===== src/rtl/shift_pkg.sv =====
// Shared types for the shift pipeline.
// Shift op encoding and shift-amount field width.
package shift_pkg;

  localparam int SHAMT_W = 5;

  typedef enum logic [1:0] {
    OP_SLL  = 2'b00,
    OP_SRL  = 2'b01,
    OP_SRA  = 2'b10,
    OP_PASS = 2'b11
  } shift_op_t;

endpackage


===== src/rtl/shift_stage.sv =====
// Combinational shift by cnt*STEP for one pipeline stage.
// Ports: data/op/cnt in, res out; PASS returns data.
module shift_stage
  import shift_pkg::*;
#(
  parameter int N    = 32,
  parameter int STEP = 8,
  parameter int MAX  = 3,
  parameter int CW   = $clog2(MAX + 1)
) (
  input  logic [N-1:0]  data,
  input  shift_op_t     op,
  input  logic [CW-1:0] cnt,
  output logic [N-1:0]  res
);

  localparam int SW = $clog2(N);

  logic [SW-1:0] amt;

  assign amt = SW'(cnt) * SW'(STEP);

  always_comb begin
    res = data;
    unique case (op)
      OP_SLL:  res = data << amt;
      OP_SRL:  res = data >> amt;
      OP_SRA:  res = $unsigned($signed(data) >>> amt);
      OP_PASS: res = data;
      default: res = data;
    endcase
  end

endmodule


===== src/rtl/shift_pipe.sv =====
// Two-stage barrel shifter: coarse (x8) then fine (x1).
// Ports: in_* valid/ready operation, out_* valid/ready result, op_count.
module shift_pipe
  import shift_pkg::*;
#(
  parameter int N = 32
) (
  input  logic         clk,
  input  logic         rst,
  input  logic         in_valid,
  output logic         in_ready,
  input  logic [N-1:0] in_data,
  input  logic [N-1:0] in_shamt,
  input  shift_op_t    in_op,
  output logic         out_valid,
  input  logic         out_ready,
  output logic [N-1:0] out_data,
  output logic [15:0]  op_count
);

  typedef struct packed {
    logic [N-1:0] data;
    shift_op_t    op;
    logic [2:0]   fine;
  } s1_t;

  logic               s1_valid;
  s1_t                s1;
  logic               s2_valid;
  logic [N-1:0]       s2_data;
  logic [SHAMT_W-1:0] amt;
  logic [N-1:0]       coarse_res;
  logic [N-1:0]       fine_res;
  logic               adv;
  logic               fire;
  logic               unused_shamt;

  assign amt          = in_shamt[SHAMT_W-1:0];
  assign unused_shamt = ^in_shamt[N-1:SHAMT_W];

  // Stage 2 moves when it is empty or being drained;
  // stage 1 can refill whenever it is empty or moving.
  assign adv      = !s2_valid | out_ready;
  assign in_ready = !s1_valid | adv;
  assign fire     = in_valid & in_ready;

  assign out_valid = s2_valid;
  assign out_data  = s2_data;

  shift_stage #(
    .N(N), .STEP(8), .MAX(3)
  ) u_coarse (
    .data (in_data),
    .op   (in_op),
    .cnt  (amt[4:3]),
    .res  (coarse_res)
  );

  shift_stage #(
    .N(N), .STEP(1), .MAX(7)
  ) u_fine (
    .data (s1.data),
    .op   (s1.op),
    .cnt  (s1.fine),
    .res  (fine_res)
  );

  always_ff @(posedge clk) begin
    if (rst) begin
      s1_valid <= 1'b0;
      s1       <= '0;
      s2_valid <= 1'b0;
      s2_data  <= '0;
      op_count <= '0;
    end else begin
      if (in_ready)
        s1_valid <= in_valid;
      if (fire)
        s1 <= '{data: coarse_res,
                op:   in_op,
                fine: amt[2:0]};
      if (adv) begin
        s2_valid <= s1_valid;
        if (s1_valid)
          s2_data <= fine_res;
      end
      if (s2_valid & out_ready)
        op_count <= op_count + 16'd1;
    end
  end

endmodule


===== config.mk =====
export PLATFORM = sky130hd
export DESIGN_NAME = shift_pipe
export DESIGN_NICKNAME = d
export VERILOG_FILES = /design/src/rtl/shift_pkg.sv /design/src/rtl/shift_stage.sv /design/src/rtl/shift_pipe.sv
export SDC_FILE = /design/constraint.sdc
export NUM_CORES = 1
export LEC_CHECK = 0
export ABC_AREA = 1
export BUFFER_PORTS_ARGS = -buffer_cell sky130_fd_sc_hd__buf_2
export CAP_MARGIN = 40
export CORE_MARGIN = 1
export CORE_UTILIZATION = 45
export CTS_CLUSTER_SIZE = 14
export DETAILED_ROUTE_END_ITERATION = 16
export PLACE_DENSITY_LB_ADDON = 0.2
export SLEW_MARGIN = 0
export SYNTH_ARGS = -nofsm -noshare
export SYNTH_HDL_FRONTEND = slang
export SYNTH_SLANG_ARGS = --single-unit

===== constraint.sdc =====
create_clock -name clk -period 1.7 [get_ports clk]
set_input_delay 0.51 -clock clk [delete_from_list [all_inputs] [get_ports clk]]
set_output_delay 0.51 -clock clk [all_outputs]
set_load 0.01 [all_outputs]

# --- Word-level counts from Yosys, hierarchy flattened ---
# Cells that the tools add are included.
op_classes:
  add_sub_neg: 1
  mul: 0
  div_mod_pow: 0
  magnitude_cmp: 0
  eq_ne: 6
  shift: 6
  n_mux: 2
  bitwise: 4
  reduce_logical: 5
op_table:
  columns: ["op", "n"]
  rows:
  - ["32-bit one-hot mux with 4 select lines", 2]
  - ["32-bit by 3-bit left shift with 32-bit output", 1]
  - ["32-bit by 5-bit left shift with 32-bit output", 1]
  - ["32-bit by 3-bit >> shifter with 32-bit output", 1]
  - ["32-bit by 5-bit >> shifter with 32-bit output", 1]
  - ["32-bit by 3-bit >>> shifter with 32-bit output", 1]
  - ["32-bit by 5-bit >>> shifter with 32-bit output", 1]
  - ["16-bit by 1-bit adder with 16-bit output (second input constant)", 1]
  - ["2-bit == test (second input constant)", 4]
  - ["2-bit by 1-bit == test with 1-bit output (second input constant)", 2]
  - ["2-bit logical NOT", 2]
  - ["1-bit bitwise AND", 2]
  - ["1-bit logical NOT", 2]
  - ["1-bit OR", 2]
  - ["2-bit AND reduction", 1]
totals:
  regBits: 87
  latchBits: 0
  ram_bits: 0
  rom_bits: 0
  inputBits: 70
  out_inout_bits: 50
  elab_cells: 31
  memories: 0

# --- Logic depth before layout (Yosys ltp) ---
# Gate-level depths: netlist (run 1).
logic_depth:
  depth_word: 4
  depth_mapped: 12
  ltp_nobuf: 11

# --- Cells and area by module ---
# A second synthesis (run 1) with hierarchy kept.
hier_totals:
  cells_unflattened: 1332
  hier_area_um2: 7519.7
by_module_without_submodules:
  columns: ["mod", "instances", "cells_each", "area_per_inst_um2", "seq_area_each_um2"]
  rows:
  - ["shift_pipe", 1, 423, 3303.2, 1741.7]
  - ["shift_stage at u_fine", 1, 544, 2585.0, 0.0]
  - ["shift_stage at u_coarse", 1, 365, 1631.6, 0.0]

# --- Least setup slack after synthesis (run 1) ---
# No wires, ideal clock.
synth_path:
  path_kind: "input -> register"
  startpoint: "input in_shamt[3]"
  endpoint: "register s1[35] (netlist bit)"
  setup_ns: 0.117
  arrival_ns: 1.470
  t_required_ns: 1.583
  path_slack_ns: 0.113
  path_stages: 9
  n_path_buf: 3
  path_cell_list: "buf_2 > inv_1 > buf_2 > buf_2 > o21ai_0 > o221ai_1 > nand2_1 > nor2_1 > nor2_1"
synth_via:
  elab_chain_len: 2
  elab_cells_between_ends: 4
  classes_between: "shift: 3; mux: 1"
synth_lines:
  columns: ["element", "line_no", "rtl"]
  rows:
  - ["start: declaration", "shift_pipe.sv:13", "input logic [N-1:0] in_shamt,"]
  - ["32-bit by 5-bit >>> shifter with 32-bit output, or another cell as far along", "shift_stage.sv:28", "OP_SRA: res = $unsigned($signed(data) >>> amt);"]
  - ["32-bit one-hot mux with 4 select lines (*)", "shift_stage.sv:25", "unique case (op)"]
  - ["end signal: assignment", "shift_pipe.sv:79", "s1 <= '{data: coarse_res,"]
  - ["end: declaration", "shift_pipe.sv:28", "s1_t s1;"]
# Mark *: on every way between the ends. The rest lies on a longest branch, timed or not.
# A chain may end at the register's enable or synchronous reset.

# --- Worst setup path after layout (run 1) ---
layout_path:
  startpoint: "register s1[0] (netlist bit)"
  endpoint: "register s2_data[3], in the netlist out_data[3]"
layout_via:
  elab_chain_len: 2
  elab_cells_between_ends: 4
  classes_between: "shift: 3; mux: 1"
layout_lines:
  columns: ["element", "line_no", "rtl"]
  rows:
  - ["32-bit by 3-bit >>> shifter with 32-bit output, or another cell as far along", "shift_stage.sv:28", null]
  - ["32-bit one-hot mux with 4 select lines (*)", "shift_stage.sv:25", null]
  - ["end signal: assignment", "shift_pipe.sv:85", "s2_data <= fine_res;"]
  - ["end: declaration", "shift_pipe.sv:30", "logic [N-1:0] s2_data;"]
# Marked as above.

==> flow_summary.rst, run 1 <==
.. list-table::
   :header-rows: 1

   * - Metric
     - Value
   * - Setup slack, reg-to-reg
     - 0.09 ns
   * - Root buffer selected by CTS
     - sky130_fd_sc_hd__clkbuf_16
   * - Number of detailed-route iterations in the first pass
     - 12
   * - Final setup fails
     - 0
   * - Synthesized netlist net count
     - 1,286
   * - Critical path capture point
     - out_data[3]
   * - Multi-input logic area
     - 4483 sq um
   * - Number of enable-type register cells in the synthesized netlist
     - 0
   * - Overflow after GRT
     - 0
   * - Share of the core filled with cells
     - 0.5670
   * - Min-delay worst type
     - in -> reg
   * - Library cell occupying the most area in the post-synthesis netlist
     - sky130_fd_sc_hd__dfxtp_1
   * - Syn. warnings
     - 0
   * - Vias in the first global route
     - 7,637
   * - Wire length of the first global-routing pass
     - 38,840 microns
   * - HPWL Detailed
     - 18,010 microns
   * - Port buffer count
     - 92
   * - Final nets
     - 1,397
   * - Fraction of post-synthesis cell area in the top cell type by area
     - 0.2539
   * - Share of flip-flops with an asynchronous set or reset
     - 0
   * - RSZ-0062 raised after global routing
     - false
   * - Worst setup timing slack at the placement stage
     - -0.2048 ns
   * - Top library cells by usage in the layout, fill and taps aside
     - sky130_fd_sc_hd__nand2_1 (405), sky130_fd_sc_hd__o21ai_0 (163), sky130_fd_sc_hd__nor2_1 (109), sky130_fd_sc_hd__nand3_1 (96), sky130_fd_sc_hd__a21oi_1 (93)
   * - Ranking of synthesized cells by area
     - sky130_fd_sc_hd__dfxtp_1 (25%), sky130_fd_sc_hd__nand2_1 (22%), sky130_fd_sc_hd__o21ai_0 (12%)
   * - Lkg Pwr
     - 3.907 nW
   * - Violated checks
     - design-rule violations
   * - Clock-pin transition on the worst setup and hold timing paths
     - 0.07 ns
   * - Antenna violations before repair
     - 0
   * - Final cycle utilization of the critical path
     - 0.9445
   * - Sequential-to-total area share from yosys stat
     - 0.2539
   * - WS Path Type
     - reg -> reg
   * - Critical path origin
     - s1[0]
   * - Post-DRT Antenna Nets
     - 0
   * - Die X-Extent
     - 125.5 microns
   * - Reg-to-Reg Start
     - s1[0]
   * - Max Clk Rate
     - 622.8 MHz
   * - Netlist area before placement
     - 6859 sq um
   * - Leading cell type in the layout, fill and taps excluded
     - sky130_fd_sc_hd__nand2_1
   * - Hold_ws
     - 0.4475 ns
   * - Latest clock arrival within the worst-skew pair
     - 0.36 ns
   * - Worst clock skew
     - 0.01094 ns
   * - Worst Max-Slew Pin Slew
     - 0.6679 ns
   * - Worst slew slack as a fraction of its limit
     - 0.5531
   * - PD cells
     - 769.0 nW/um^2
   * - Die area
     - 15,740 sq um
   * - Critical Path Sink Type
     - flop
   * - Number of max-cap violations
     - 0
   * - Worst IR Drop VDD
     - 0.5758 mV
   * - Starting Density
     - 0.4666
   * - Final routed wirelength across all metal layers
     - 23,790 microns
   * - Placeable core region
     - 14,700 sq um
   * - Final antenna diode count
     - 0
   * - Max-slew violations
     - 0
   * - Vias per cell
     - 5.657
   * - Number of clock sinks seen by CTS
     - 87
   * - Data required, critical path
     - 1.98 ns
   * - Instance area after placement
     - 7996 sq um
   * - Hold violation total from the final report
     - 0
   * - Deepest clock path buffer count
     - 2
   * - Critical Path Start Type
     - flop
   * - Number of buffers created by CTS
     - 9
   * - Run status
     - complete, but fails checks
   * - Top-level I/O count
     - 120
   * - Count of unique library cells instantiated by Yosys
     - 42
   * - Min cycle time layout
     - 1.606 ns
   * - Relative area change from synthesis to final layout
     - 21.51%
   * - Number of design-rule violations left by the first detailed-router iteration
     - 932
   * - CP Data Arrival Time
     - 1.89 ns
   * - Std-Cell Rows
     - 44
   * - Ratio of cells with drive above 1 in the final layout
     - 0.1615
   * - Fill cell instance count of the final layout
     - 1,557
   * - DRC Markers
     - 3
   * - Avg Synthesized Cell Area
     - 5.645 sq um
   * - Final design area excluding fillers
     - 8334 sq um
   * - Number of vias after detailed routing
     - 8,571
   * - Post-CTS Setup Bufs
     - 0
   * - FF/Latch Area
     - 1747 sq um
   * - Largest net degree at the start of global routing
     - 62
   * - Number of synthesized register bits
     - 87
   * - Die Y
     - 125.5 microns
   * - Routability-driven placement congestion ratio
     - 0.9632
   * - CTS tree
     - built
   * - Most frequently used flop master after synthesis
     - sky130_fd_sc_hd__dfxtp_1
   * - Critical-path maximum fanout
     - 17
   * - Number of instances in the synthesized netlist
     - 1,215
   * - Reg2reg end
     - out_data[3]
   * - Length in cells of the worst reg-to-reg path
     - 9
   * - Number of H-tree levels
     - 3
   * - Crit path setup slack, layout
     - 0.09427 ns
   * - Routed wire length per instance
     - 15.70 microns
   * - Tot GR Track Use
     - 0.3088
==> metal layers <==
metal	global-route usage	wire (microns)	up-vias
li1	-	-	4264
met1	0.4144	10560	3854
met2	0.4873	10650	404
met3	0.05392	1813	49
met4	0.1284	760	0
met5	0	0	-
==> power by group <==
group | switching (mW) | leakage (nW) | internal (mW)
combinational | 1.18 | 3.03 | 0.690
sequential | 0.130 | 0.717 | 2.17
clock | 0.927 | 0.162 | 1.31
==> cells by family (layout without fill, tap and decap cells) <==
logic type / Yosys count / count (layout) / share of synthesized area
adders and majority gates: 1 / 1 / 0.001824
and+or+nand+nor: 640 / 640 / 0.3818
AOI/OAI and AO/OA: 329 / 329 / 0.2630
xor gates and xnor gates: 4 / 4 / 0.005107
DFF: 87 / 87 / 0.2539
buffers and inverters: 153 / 269 / 0.09285
muxes: 1 / 1 / 0.001459
==> flip-flops by register name (all words and copies together), names as in the netlist <==
register / flops
s1_valid: 1
out_valid: 1
out_data: 32
op_count: 16
s1: 37
==> cells in the mapped netlist, drive strengths merged (2+ instances only) <==
cell / number
a211oi: 2
a21boi: 3
a21oi: 93
a22oi: 3
a31oi: 19
and2: 4
buf: 37
clkbuf: 39
clkinv: 2
dfxtp: 87
inv: 75
nand2: 406
nand3: 96
nand3b: 2
nand4: 2
nor2: 119
nor3: 10
o2111ai: 2
o211a: 2
o211ai: 22
o21a: 9
o21ai: 166
o22ai: 4
xor2: 4
==> repair_timing <==
item | 4_1_cts | 5_1_grt
hold endpoints to repair | 0 | 0
setup endpoints to repair | 0 | 30
resized for setup | 0 | 7
hold buffers | 0 | 0
==> worst min path at each step <==
stage / start / end / slack [ns] / cells after the start
global placement: op_count[12] / op_count[12] / 0.46 / 2
detailed placement: op_count[14] / op_count[14] / 0.48 / 2
finish: in_data[2] / s1[7] / 0.45 / 3
global route: in_data[3] / s1[8] / 0.46 / 3
floorplan: op_count[12] / op_count[12] / 0.50 / 2
CTS: in_shamt[0] / s1[0] / 0.45 / 3
==> stage by stage <==
stage               cells  setup TNS [ns]  power, mW
floorplan            1215               0      3.477
global placement     1499          -3.766      4.170
detailed placement   1499          -3.997      4.172
CTS                  1515               0      6.400
global route         1515               0      6.778
finish               1515               0      6.409
==> worst max-delay path, stage by stage, from the launching register on <==
cell and delay (ns):
sky130_fd_sc_hd__dfxtp_2 0.39, sky130_fd_sc_hd__buf_6 0.19, sky130_fd_sc_hd__buf_4 0.13, sky130_fd_sc_hd__nand2_1 0.07
sky130_fd_sc_hd__and2_1 0.18, sky130_fd_sc_hd__nand2_1 0.07, sky130_fd_sc_hd__nand3_1 0.10, sky130_fd_sc_hd__nand3_1 0.17
sky130_fd_sc_hd__nand2_1 0.08, sky130_fd_sc_hd__a21oi_1 0.15
==> area by class of cell <==
cell class              instances  share of cell area
well taps                     184             0.02762
repair buffers                176              0.1509
clock buffers                   9             0.02702
inverters                      77             0.03468
clock inverters                 7             0.01231
flip-flops and latches         87              0.2096
multi-input cells             975              0.5379
(Power assumes the default switching activity.)
==> run 2: changes to the inputs <==
Settings changed: CORE_UTILIZATION 45 to 57.
Clock period 1.7 ns to 1.62 ns, I/O delays scaled along.
==> flow_summary.rst, run 2 (synthesized netlist as in run 1, its figures left out) <==
.. list-table::
   :header-rows: 1

   * - Metric
     - Value
   * - Max-slew violations
     - 0 (unchanged)
   * - Post-DRT Antenna Nets
     - 0 (unchanged)
   * - Most flop-heavy register
     - s1
   * - Top-level I/O count
     - 120 (unchanged)
   * - Wire length of the first global-routing pass
     - 39,480 microns (+1.7%)
   * - CTS hold repair buffers
     - 0 (unchanged)
   * - Root buffer selected by CTS
     - sky130_fd_sc_hd__clkbuf_16
   * - Die Y
     - 111.7 microns (-11%)
   * - Top library cells by usage in the layout, fill and taps aside
     - sky130_fd_sc_hd__nand2_1 (403), sky130_fd_sc_hd__o21ai_0 (157), sky130_fd_sc_hd__nor2_1 (108), sky130_fd_sc_hd__nand3_1 (96), sky130_fd_sc_hd__buf_2 (92)
   * - Vias per cell
     - 5.895 (+4.2%)
   * - RSZ-0062 raised after global routing
     - true
   * - Latest clock arrival within the worst-skew pair
     - 0.35 ns (about the same)
   * - Number of design-rule violations left by the first detailed-router iteration
     - 958 (+2.8%)
   * - Routability-driven placement congestion ratio
     - 1.011 (+4.9%)
   * - Flip-flop count of the largest register after layout
     - 37 (unchanged)
   * - Critical-path maximum fanout
     - 4 (-13)
   * - Final cycle utilization of the critical path
     - 0.9945
   * - HPWL Detailed
     - 18,050 microns (+0.22%)
   * - Series of cell instances along the critical path
     - nand3_1, buf_4, buf_2
   * - Leading cell type in the layout, fill and taps excluded
     - sky130_fd_sc_hd__nand2_1
   * - Final design area excluding fillers
     - 8426 sq um (+1.1%)
   * - Lkg Pwr
     - 3.980 nW (+1.9%)
   * - Final routed wirelength across all metal layers
     - 24,290 microns (+2.1%)
   * - Total Negative Setup Slacks
     - 0 ns (unchanged)
   * - Antenna violations before repair
     - 0 (unchanged)
   * - Placeable core region
     - 11,560 sq um (-21%)
   * - Worst IR Drop VDD
     - 0.5378 mV (-6.6%)
   * - Hold_ws
     - 0.4340 ns (-0.01354 ns)
   * - Number of H-tree levels
     - 3 (unchanged)
   * - Largest net degree at the start of global routing
     - 52 (-16%)
   * - Tot GR Track Use
     - 0.3955 (+0.08669)
   * - Number of clock sinks seen by CTS
     - 87 (unchanged)
   * - Critical Path Sink Type
     - output port
   * - Violated checks
     - design-rule violations
   * - Number of max-cap violations
     - 0 (unchanged)
   * - Worst clock skew
     - 0.006584 ns (-0.004359 ns)
   * - Starting Density
     - 0.5931 (+0.1265)
   * - Vias in the first global route
     - 8,072 (+5.7%)
   * - DRC Markers
     - 3 (unchanged)
   * - Slowest cell on the critical path
     - sky130_fd_sc_hd__dfxtp_4
   * - Number of vias after detailed routing
     - 8,796 (+2.6%)
   * - Die area
     - 12,480 sq um (-21%)
   * - Clock-pin transition on the worst setup and hold timing paths
     - 0.06 ns (about the same)
   * - Ratio of cells with drive above 1 in the final layout
     - 0.1794 (+0.01786)
   * - Deepest clock path buffer count
     - 2 (unchanged)
   * - Post-CTS Setup Bufs
     - 0 (unchanged)
   * - PD cells
     - 775.1 nW/um^2 (+0.79%)
   * - Critical Path Start Type
     - flop
   * - Final antenna diode count
     - 0 (unchanged)
   * - Number of detailed-route iterations in the first pass
     - 11 (-1)
   * - Std-Cell Rows
     - 39 (-11%)
   * - Final setup fails
     - 0 (unchanged)
   * - Run status
     - complete, but fails checks
   * - Data required, critical path
     - 1.13 ns (-0.85 ns)
   * - Final nets
     - 1,416 (+1.4%)
   * - Largest stage delay, worst path
     - 0.37 ns (-0.02 ns)
   * - Min-delay worst type
     - in -> reg
   * - Overflow after GRT
     - 0 (unchanged)
   * - Relative area change from synthesis to final layout
     - 22.84%
   * - Die X-Extent
     - 111.7 microns (-11%)
   * - Cells resized by post-CTS repair
     - 5 (+5)
   * - Max Clk Rate
     - 620.7 MHz
   * - Worst Max-Slew Pin Slew
     - 0.4166 ns (-0.2512 ns)
   * - Hold violation total from the final report
     - 0 (unchanged)
   * - CTS tree
     - built
   * - Fill cell instance count of the final layout
     - 1,078 (-31%)
   * - Routed wire length per instance
     - 16.28 microns (+3.7%)
   * - Worst slew slack as a fraction of its limit
     - 0.7193 (+0.1662)
   * - WS Path Type
     - reg -> out
   * - Number of buffers created by CTS
     - 9 (unchanged)
   * - CP Data Arrival Time
     - 1.13 ns (-0.76 ns)
   * - Min cycle time layout
     - 1.611 ns
   * - Port buffer count
     - 92 (unchanged)
   * - Instance area after placement
     - 8075 sq um (+0.99%)
## run 2: cell count changes in the layout (fill, tap and decap cells not counted), sizes merged
cell / previous run / this run
inv: 77 / 75
clkinvlp: 0 / 1
bufinv: 2 / 1
buf: 176 / 195
clkbuf: 9 / 10
## run 2: final cells by class
| class | count | area, sq um | share of cell area |
|---|---|---|---|
| inverter | 77 | 289.0 | 0.03430 |
| clock buffer | 10 | 229.0 | 0.02718 |
| sequential | 87 | 1754 | 0.2082 |
| multi-input combinational | 975 | 4523 | 0.5368 |
| clock inverter | 5 | 60.06 | 0.007128 |
| timing repair buffer | 195 | 1391 | 0.1651 |
| tap | 143 | 178.9 | 0.02124 |
## run 2: per-stage QoR
stage / utilization / power [mW] / setup slack (ns) / instances
after floorplan: - / 3.648 / 0.05707 / 1215
after global placement: 0.6983 / 4.397 / -0.1336 / 1477
after detailed placement: 0.6983 / 4.414 / -0.1540 / 1477
after CTS: 0.7240 / 6.487 / 0.005850 / 1492
after global routing: 0.7286 / 6.861 / -0.03451 / 1492
final: 0.7286 / 6.531 / 0.008895 / 1492
## run 2: report_power, final
group | internal (mW) | switching (mW) | leakage, nW
combinational | 0.765 | 1.28 | 3.12
clock | 1.19 | 0.881 | 0.139
sequential | 2.28 | 0.137 | 0.719
total | 4.23 | 2.30 | 3.98
## run 2: worst max-delay path, delay by kind of cell, from the launching register on
family | cells | cell delay (ns)
flip-flops | 1 | 0.37
buffers and inverters | 2 | 0.29
AND/OR/NAND/NOR | 1 | 0.12
## run 2: final timing paths
check        cells past startpoint           end  slack (ns)         from
max                              3      in_ready       0.009    out_valid
min                              3         s1[7]        0.43   in_data[2]
max reg2reg                      8  out_data[28]        0.07        s1[0]
min reg2reg                      2   op_count[7]        0.49  op_count[7]
## run 2: metal layers
metal,vias to the layer above,GRT usage,wire (microns)
li1,4304,-,-
met1,3927,0.5101,10020
met2,477,0.6331,10740
met3,88,0.06206,2241
met4,0,0.2144,1290
met5,-,0,0
